[src/rtl/apb_arb_pkg.sv]
`default_nettype none
// ============================================================================
// Package     : apb_arb_pkg
// Description : Shared types and constants for the APB request arbiter.
// Revision    : 1.0 - initial release
// ============================================================================
package apb_arb_pkg;

    typedef enum logic [1:0] {
        ST_IDLE  = 2'd0,
        ST_ISSUE = 2'd1,
        ST_WAIT  = 2'd2,
        ST_RESP  = 2'd3
    } arb_state_e;

    localparam int c_tmo_cnt_w = 8;
    typedef logic [c_tmo_cnt_w-1:0] tmo_cnt_t;

    // Error flag reported to the requester when a transfer is aborted.
    localparam logic c_err_timeout = 1'b1;

endpackage
`default_nettype wire

[src/rtl/apb_req_arbiter_if.sv]
`default_nettype none
// ============================================================================
// Interface   : apb_req_arbiter_if
// Description : Requester-side and APB-master-side signals of the arbiter.
// Revision    : 1.0 - initial release
// ============================================================================
interface apb_req_arbiter_if #(
    parameter int NUM_REQ = 4
);
    logic [NUM_REQ-1:0]    req_valid;
    logic [NUM_REQ-1:0]    req_write;
    logic [NUM_REQ*32-1:0] req_addr;
    logic [NUM_REQ*32-1:0] req_wdata;
    logic [NUM_REQ-1:0]    req_ready;
    logic [NUM_REQ-1:0]    rsp_valid;
    logic [31:0]           rsp_rdata;
    logic                  rsp_err;

    logic                  m_treq;
    logic                  m_twrite;
    logic [31:0]           m_taddr;
    logic [31:0]           m_twdata;
    logic                  m_tdone;
    logic [31:0]           m_trdata;
    logic                  m_terr;
    logic                  m_tabort;

    // Environment side: requesters plus the downstream APB master.
    modport master (
        output req_valid, req_write, req_addr, req_wdata,
        input  req_ready, rsp_valid, rsp_rdata, rsp_err,
        input  m_treq, m_twrite, m_taddr, m_twdata, m_tabort,
        output m_tdone, m_trdata, m_terr
    );

    // Arbiter side.
    modport slave (
        input  req_valid, req_write, req_addr, req_wdata,
        output req_ready, rsp_valid, rsp_rdata, rsp_err,
        output m_treq, m_twrite, m_taddr, m_twdata, m_tabort,
        input  m_tdone, m_trdata, m_terr
    );
endinterface
`default_nettype wire

[src/rtl/rr_arbiter.sv]
`default_nettype none
// ============================================================================
// Module      : rr_arbiter
// Description : Combinational rotate-priority grant; search starts at ptr+1.
// Revision    : 1.0 - initial release
// ============================================================================
module rr_arbiter #(
    parameter int NUM_REQ = 4,
    parameter int PTR_W   = $clog2(NUM_REQ)
) (
    input  wire [NUM_REQ-1:0] i_req,
    input  wire [PTR_W-1:0]   i_ptr,
    output logic [NUM_REQ-1:0] o_grant,
    output logic [PTR_W-1:0]   o_idx,
    output logic               o_any
);
    int               w_pos;
    logic [PTR_W-1:0] w_sel;

    always_comb begin
        o_grant = '0;
        o_idx   = '0;
        o_any   = 1'b0;
        w_pos   = 0;
        w_sel   = '0;
        for (int i = 1; i <= NUM_REQ; i++) begin
            w_pos = (int'(i_ptr) + i) % NUM_REQ;
            w_sel = PTR_W'(w_pos);
            if (!o_any && i_req[w_sel]) begin
                o_any          = 1'b1;
                o_grant[w_sel] = 1'b1;
                o_idx          = w_sel;
            end
        end
    end

endmodule
`default_nettype wire

[src/rtl/apb_req_arbiter.sv]
`default_nettype none
// ============================================================================
// Module      : apb_req_arbiter
// Description : Round-robin arbiter funnelling NUM_REQ requesters onto one
//               APB master. Optional WAIT timeout: define APB_ARB_TIMEOUT_EN.
// Revision    : 1.0 - initial release
// ============================================================================
module apb_req_arbiter
    import apb_arb_pkg::*;
#(
    parameter int NUM_REQ     = 4,
    parameter int TIMEOUT_VAL = 16
) (
    input wire               s_axi_clk,
    input wire               s_axi_aresetn,
    apb_req_arbiter_if.slave bus
);
    localparam int PTR_W = $clog2(NUM_REQ);
    localparam logic [PTR_W-1:0] c_ptr_init = PTR_W'(NUM_REQ - 1);

    if (NUM_REQ < 2 || NUM_REQ > 8 || TIMEOUT_VAL < 1 || TIMEOUT_VAL > 255) begin : g_param_check
        $error("apb_req_arbiter: NUM_REQ or TIMEOUT_VAL out of range");
    end

    arb_state_e         r_state;
    logic [PTR_W-1:0]   r_rr_ptr;
    logic [PTR_W-1:0]   r_owner;
    logic               r_write;
    logic [31:0]        r_addr;
    logic [31:0]        r_wdata;
    logic               r_treq;
    logic [NUM_REQ-1:0] r_rsp_valid;
    logic [31:0]        r_rsp_rdata;
    logic               r_rsp_err;

    logic [NUM_REQ-1:0] w_grant;
    logic [PTR_W-1:0]   w_grant_idx;
    logic               w_grant_any;
    logic [NUM_REQ-1:0] w_owner_oh;
    logic [31:0]        w_addr_arr  [NUM_REQ];
    logic [31:0]        w_wdata_arr [NUM_REQ];

    for (genvar g = 0; g < NUM_REQ; g++) begin : g_unpack
        assign w_addr_arr[g]  = bus.req_addr[32*g +: 32];
        assign w_wdata_arr[g] = bus.req_wdata[32*g +: 32];
    end

    rr_arbiter #(
        .NUM_REQ (NUM_REQ),
        .PTR_W   (PTR_W)
    ) u_rr_arbiter (
        .i_req   (bus.req_valid),
        .i_ptr   (r_rr_ptr),
        .o_grant (w_grant),
        .o_idx   (w_grant_idx),
        .o_any   (w_grant_any)
    );

    always_comb begin
        w_owner_oh          = '0;
        w_owner_oh[r_owner] = 1'b1;
    end

    // Acceptance is combinational and masked while reset is held.
    assign bus.req_ready = (r_state == ST_IDLE && s_axi_aresetn) ? w_grant : '0;
    assign bus.rsp_valid = r_rsp_valid;
    assign bus.rsp_rdata = r_rsp_rdata;
    assign bus.rsp_err   = r_rsp_err;
    assign bus.m_treq    = r_treq;
    assign bus.m_twrite  = r_write;
    assign bus.m_taddr   = r_addr;
    assign bus.m_twdata  = r_wdata;

`ifdef APB_ARB_TIMEOUT_EN
    tmo_cnt_t r_cnt;
    logic     r_tabort;
    assign bus.m_tabort = r_tabort;
`else
    assign bus.m_tabort = 1'b0;
`endif

    always_ff @(posedge s_axi_clk or negedge s_axi_aresetn) begin
        if (!s_axi_aresetn) begin
            r_state     <= ST_IDLE;
            r_rr_ptr    <= c_ptr_init;
            r_owner     <= '0;
            r_write     <= 1'b0;
            r_addr      <= '0;
            r_wdata     <= '0;
            r_treq      <= 1'b0;
            r_rsp_valid <= '0;
            r_rsp_rdata <= '0;
            r_rsp_err   <= 1'b0;
`ifdef APB_ARB_TIMEOUT_EN
            r_cnt       <= '0;
            r_tabort    <= 1'b0;
`endif
        end else begin
            r_treq      <= 1'b0;
            r_rsp_valid <= '0;
`ifdef APB_ARB_TIMEOUT_EN
            r_tabort    <= 1'b0;
`endif
            case (r_state)
                ST_IDLE: begin
                    if (w_grant_any) begin
                        r_owner <= w_grant_idx;
                        r_write <= bus.req_write[w_grant_idx];
                        r_addr  <= w_addr_arr[w_grant_idx];
                        r_wdata <= w_wdata_arr[w_grant_idx];
                        r_treq  <= 1'b1;
                        r_state <= ST_ISSUE;
                    end
                end
                ST_ISSUE: begin
`ifdef APB_ARB_TIMEOUT_EN
                    r_cnt   <= tmo_cnt_t'(TIMEOUT_VAL);
`endif
                    r_state <= ST_WAIT;
                end
                ST_WAIT: begin
                    // A completion in the final counted cycle takes priority over the abort.
                    if (bus.m_tdone) begin
                        r_rsp_rdata <= r_write ? 32'h0 : bus.m_trdata;
                        r_rsp_err   <= bus.m_terr;
                        r_rsp_valid <= w_owner_oh;
                        r_state     <= ST_RESP;
                    end
`ifdef APB_ARB_TIMEOUT_EN
                    else if (r_cnt <= tmo_cnt_t'(1)) begin
                        r_cnt       <= '0;
                        r_tabort    <= 1'b1;
                        r_rsp_rdata <= 32'h0;
                        r_rsp_err   <= c_err_timeout;
                        r_rsp_valid <= w_owner_oh;
                        r_state     <= ST_RESP;
                    end else begin
                        r_cnt <= r_cnt - 1'b1;
                    end
`endif
                end
                ST_RESP: begin
                    r_rsp_rdata <= 32'h0;
                    r_rsp_err   <= 1'b0;
                    r_rr_ptr    <= r_owner;
                    r_state     <= ST_IDLE;
                end
                default: r_state <= ST_IDLE;
            endcase
        end
    end

endmodule
`default_nettype wire

[src/flat_wrapper.sv]
// flat-port wrapper written by rule: the top's interface ports become plain ports
module apb_req_arbiter_flat import apb_arb_pkg::*;
#(
    parameter int NUM_REQ     = 4,
    parameter int TIMEOUT_VAL = 16
)
  (s_axi_clk, s_axi_aresetn, bus_req_valid, bus_req_write, bus_req_addr, bus_req_wdata, bus_req_ready, bus_rsp_valid, bus_rsp_rdata, bus_rsp_err, bus_m_treq, bus_m_twrite, bus_m_taddr, bus_m_twdata, bus_m_tabort, bus_m_tdone, bus_m_trdata, bus_m_terr);
  apb_req_arbiter_if #(.NUM_REQ(NUM_REQ)) bus_i ();
  input wire s_axi_clk;
  input wire s_axi_aresetn;
  input wire logic [$bits(bus_i.req_valid)-1:0] bus_req_valid;
  input wire logic [$bits(bus_i.req_write)-1:0] bus_req_write;
  input wire logic [$bits(bus_i.req_addr)-1:0] bus_req_addr;
  input wire logic [$bits(bus_i.req_wdata)-1:0] bus_req_wdata;
  output wire logic [$bits(bus_i.req_ready)-1:0] bus_req_ready;
  output wire logic [$bits(bus_i.rsp_valid)-1:0] bus_rsp_valid;
  output wire logic [$bits(bus_i.rsp_rdata)-1:0] bus_rsp_rdata;
  output wire logic [$bits(bus_i.rsp_err)-1:0] bus_rsp_err;
  output wire logic [$bits(bus_i.m_treq)-1:0] bus_m_treq;
  output wire logic [$bits(bus_i.m_twrite)-1:0] bus_m_twrite;
  output wire logic [$bits(bus_i.m_taddr)-1:0] bus_m_taddr;
  output wire logic [$bits(bus_i.m_twdata)-1:0] bus_m_twdata;
  output wire logic [$bits(bus_i.m_tabort)-1:0] bus_m_tabort;
  input wire logic [$bits(bus_i.m_tdone)-1:0] bus_m_tdone;
  input wire logic [$bits(bus_i.m_trdata)-1:0] bus_m_trdata;
  input wire logic [$bits(bus_i.m_terr)-1:0] bus_m_terr;
  assign bus_i.req_valid = bus_req_valid;
  assign bus_i.req_write = bus_req_write;
  assign bus_i.req_addr = bus_req_addr;
  assign bus_i.req_wdata = bus_req_wdata;
  assign bus_req_ready = bus_i.req_ready;
  assign bus_rsp_valid = bus_i.rsp_valid;
  assign bus_rsp_rdata = bus_i.rsp_rdata;
  assign bus_rsp_err = bus_i.rsp_err;
  assign bus_m_treq = bus_i.m_treq;
  assign bus_m_twrite = bus_i.m_twrite;
  assign bus_m_taddr = bus_i.m_taddr;
  assign bus_m_twdata = bus_i.m_twdata;
  assign bus_m_tabort = bus_i.m_tabort;
  assign bus_i.m_tdone = bus_m_tdone;
  assign bus_i.m_trdata = bus_m_trdata;
  assign bus_i.m_terr = bus_m_terr;
  apb_req_arbiter #(.NUM_REQ(NUM_REQ), .TIMEOUT_VAL(TIMEOUT_VAL)) u_core (.s_axi_clk(s_axi_clk), .s_axi_aresetn(s_axi_aresetn), .bus(bus_i));
endmodule
[config.mk]
export PLATFORM = sky130hd
export DESIGN_NAME = apb_req_arbiter_flat
export DESIGN_NICKNAME = d
export VERILOG_FILES = /design/src/rtl/apb_arb_pkg.sv /design/src/rtl/apb_req_arbiter_if.sv /design/src/rtl/rr_arbiter.sv /design/src/rtl/apb_req_arbiter.sv /design/src/flat_wrapper.sv
export SDC_FILE = /design/constraint.sdc
export NUM_CORES = 1
export LEC_CHECK = 0
export CAP_MARGIN = 20
export CORE_AREA = 4 4 157 159
export DETAILED_ROUTE_END_ITERATION = 8
export DIE_AREA = 0 0 161 163
export GPL_ROUTABILITY_DRIVEN = 0
export PLACE_DENSITY = 0.67
export SYNTH_ARGS = -nofsm -noshare
export SYNTH_HDL_FRONTEND = slang
export SYNTH_SLANG_ARGS = --single-unit
[constraint.sdc]
create_clock -name s_axi_clk -period 7.3 [get_ports s_axi_clk]
set_clock_uncertainty 0.05 [all_clocks]
set_input_delay 1.46 -clock s_axi_clk [delete_from_list [all_inputs] [get_ports s_axi_clk]]
set_output_delay 1.46 -clock s_axi_clk [all_outputs]
set_load 0.01 [all_outputs]
==> impl_metrics.tcl <==
set metrics [dict create \
    critPathKind "reg -> out" \
    post_cts_resized 0 \
    yosys.area.top_type_share_pct 37.2 \
    min_period_over_period_pct 75.0 \
    ir_drop_uv 188 \
    syn_area_sq_um 7190 \
    postCtsSetupBuffers 0 \
    power_density_nw_per_um2 400 \
    cts.clk_slew.worst_paths_ns 0.09 \
    clkLatencyLatePin_ns 0.35 \
    first_pass_iters 4 \
    synth_fp_nets 1028 \
    status "finished, final reports clean" \
    cts_tree "yes" \
    synth-warning-count 0 \
    min_period_ns 5.48 \
    grt_pass1_vias 7617 \
    cts-htree-levels 3 \
    syn_avg_cell_area_sq_um 10.0 \
    synth_edf_count 0 \
    start_kind "flop" \
    crit_slowest_cell "dfstp_2" \
    fmax_mhz 183 \
    die_h_microns 163 \
    ctsHoldBuffers 0 \
    crit_fanout 36 \
    ys_types 42 \
    synthArstFlopShare_pct 100 \
    cpPeakStageDelay_ns 1.05 \
    setup_tns_ns 0 \
    path_common_cell "a21oi_1" \
    clock_path_buffers 2 \
    slew_viol_final 0 \
    wl_microns 30600 \
    drt_iter0_markers 405 \
    drcViolationCount 0 \
    io_pins 408 \
    drtAntennaViolNets 0 \
    dieWidth_microns 161 \
    grt_pass1_wl_microns 45500 \
    wl_per_cell_microns 21.7 \
    nNetsFinal 1392 \
    setup_violations 0 \
    cp.required_ns 5.79 \
    drv_cap 0 \
    viasPerCell 5.26 \
    syn_inst 717 \
    crit_arrival_ns 3.97 \
    overflow 0 \
    antenna_found_initial 1 \
    fin_cells 1406 \
    drive_above_1_share_pct 8.93 \
    port_buffers 406 \
    synth-seq-cells 109 \
    cts-root-buf "clkbuf_16" \
    fp-row-count 56 \
    hp-class "reg -> reg" \
    grt_max_degree 65 \
    p_leak_nw 4.82 \
    vias 7397 \
    core-area_sq_um 23300 \
    worst_slew_pin_slew_ns 1.14 \
    netlist_top_cells_area "dfrtp_1 37%, mux2i_1 16%, mux2_2 8.0%, a221oi_1 5.4%, nand2_1 5.1%" \
    grt_usage_pct 22.1 \
    rsz0062_at_grt "false" \
    synth_top_flop_cell "dfrtp_1" \
    hold_viol 0 \
    initial_core_util_pct 30.9 \
    area_growth_syn_to_layout_pct 63.4 \
    numCtsBuffers 9 \
    ys_seq_area_share_pct 38.0 \
    numPlacedInstances 1389 \
    numClockSinks 109 \
    synth_area_leader_cell "dfrtp_1" \
    dpl.hpwl_microns 22400 \
    path_cells "clkinv_1 -> ha_1 -> mux4_2 -> nor2b_1 -> a22oi_1 -> a21oi_1 -> a21oi_1 -> nor2_1 -> clkdlybuf4s50_1" \
    endpoint_kind "primary output" \
    die_area_sq_um 26200 \
    slew_headroom_pct 23.9 \
]
[path summary, 6_finish.rpt]
path	start	end	slack [ns]	depth (start not counted)
worst max-delay path	u_core.r_rr_ptr[0]$_DFFE_PN1P_	bus_req_ready[0]	1.82	9
worst min-delay path	u_core.bus.rsp_rdata[21]$_DFFE_PN0P_	u_core.bus.rsp_rdata[21]$_DFFE_PN0P_	0.44	2
worst max register to register	u_core.r_rr_ptr[0]$_DFFE_PN1P_	u_core.bus.m_twdata[6]$_DFFE_PN0P_	2.18	8
worst min register to register	u_core.bus.rsp_rdata[21]$_DFFE_PN0P_	u_core.bus.rsp_rdata[21]$_DFFE_PN0P_	0.44	2
max in group asynchronous	s_axi_aresetn	u_core.bus.m_taddr[19]$_DFFE_PN0P_	5.24	2
min in group asynchronous	s_axi_aresetn	u_core.bus.m_twdata[11]$_DFFE_PN0P_	0.90	1
[cell type report]
cell class                 instances  area [sq um]
timing repair buffer             417          4140
clock inverter                     7          96.3
tap                              319           399
clock buffer                       9           225
sequential                       109          2730
inverter                           7          26.3
multi-input combinational        537          4130
antenna                            1          2.50
fill                            2183         11500
[where the power goes]
part	switching [mW]	internal, mW	leakage, nW
logic	1.55	1.52	3.36
clock network	0.289	0.253	0.156
registers	0.196	0.887	1.31
[cell usage after synthesis (3+ instances only)]
master      n
inv_1       5
o221ai_1   40
nor2b_1     4
buf_6      13
mux2_2     51
buf_2       7
mux2_1     17
buf_4       3
dfrtp_1   107
a221oi_1   44
nor2_1     34
mux2i_1   115
ha_1       11
a31oi_1     4
clkbuf_1   36
o22ai_1    44
nand2_1    98
a22oi_1     4
buf_1       5
o21ai_0    38
a21oi_1     9
[layer usage]
layer	track usage, %	part of all wire, %	vias to the layer above
li1	-	-	3455
met1	26.5	40	3565
met2	38.2	49	347
met4	5.27	1.9	0
met5	0	0	-
met3	7.77	9.4	30
[critical path: cells and delay by family (launching register included)]
kind,cells,cell delay (ns)
compound gates,3,0.35
flops,1,1.05
simple gates,2,0.35
buf+inv,2,1.11
mux,1,0.27
fa+ha+maj,1,0.48
[registers in the layout (all words and copies together), names as in the netlist]
signal / flops
u_core.r_owner: 2
u_core.bus.m_taddr: 32
u_core.bus.m_twrite: 1
u_core.r_state: 2
u_core.bus.m_treq: 1
u_core.bus.m_twdata: 32
u_core.bus.rsp_valid: 4
u_core.r_rr_ptr: 2
u_core.bus.rsp_err: 1
u_core.bus.rsp_rdata: 32
[cell usage in the layout, fill, tap and decap left out, drive strengths merged, types with 2 or more instances in the layout]
master,n
a21o,2
a21oi,9
a221oi,44
a22oi,4
a31oi,4
buf,12
clkbuf,9
clkdlybuf4s50,405
clkinv,4
dfrtp,107
dfstp,2
ha,11
inv,10
mux2,68
mux2i,115
mux4,2
nand2,98
nand2b,2
nand3,2
nor2,34
nor2b,4
nor3,2
o21ai,39
o221ai,40
o22ai,44
or2,2
[per-stage QoR]
stage | hold slack (ns) | area, sq um | power [mW] | setup slack, ns | util, %
finish | 0.436 | 11800 | 4.70 | 1.82 | 50.5
global route | 0.461 | 11800 | 5.03 | 1.54 | 50.5
CTS | 0.442 | 11800 | 4.76 | 1.75 | 50.5
detailed placement | 0.419 | 11400 | 4.20 | 1.96 | 49.1
global placement | 0.410 | 11400 | 4.15 | 2.00 | 49.1
floorplan | 0.415 | 7190 | 3.08 | 3.14 | -
[logic make-up (layout without fill, tap and decap cells)]
logic type,Yosys count,in the layout,synth area share [%]
xor gates and xnor gates,1,1,0.122
AOI/OAI and AO/OA,192,192,19.2
and+or+nand+nor,147,147,8.12
other,1,2,0.0521
adders and majority gates,11,11,1.91
buffers and inverters,71,440,5.34
DFF,109,109,38.0
muxes,185,185,27.3
No activity file was read; power rests on OpenSTA's default activity.
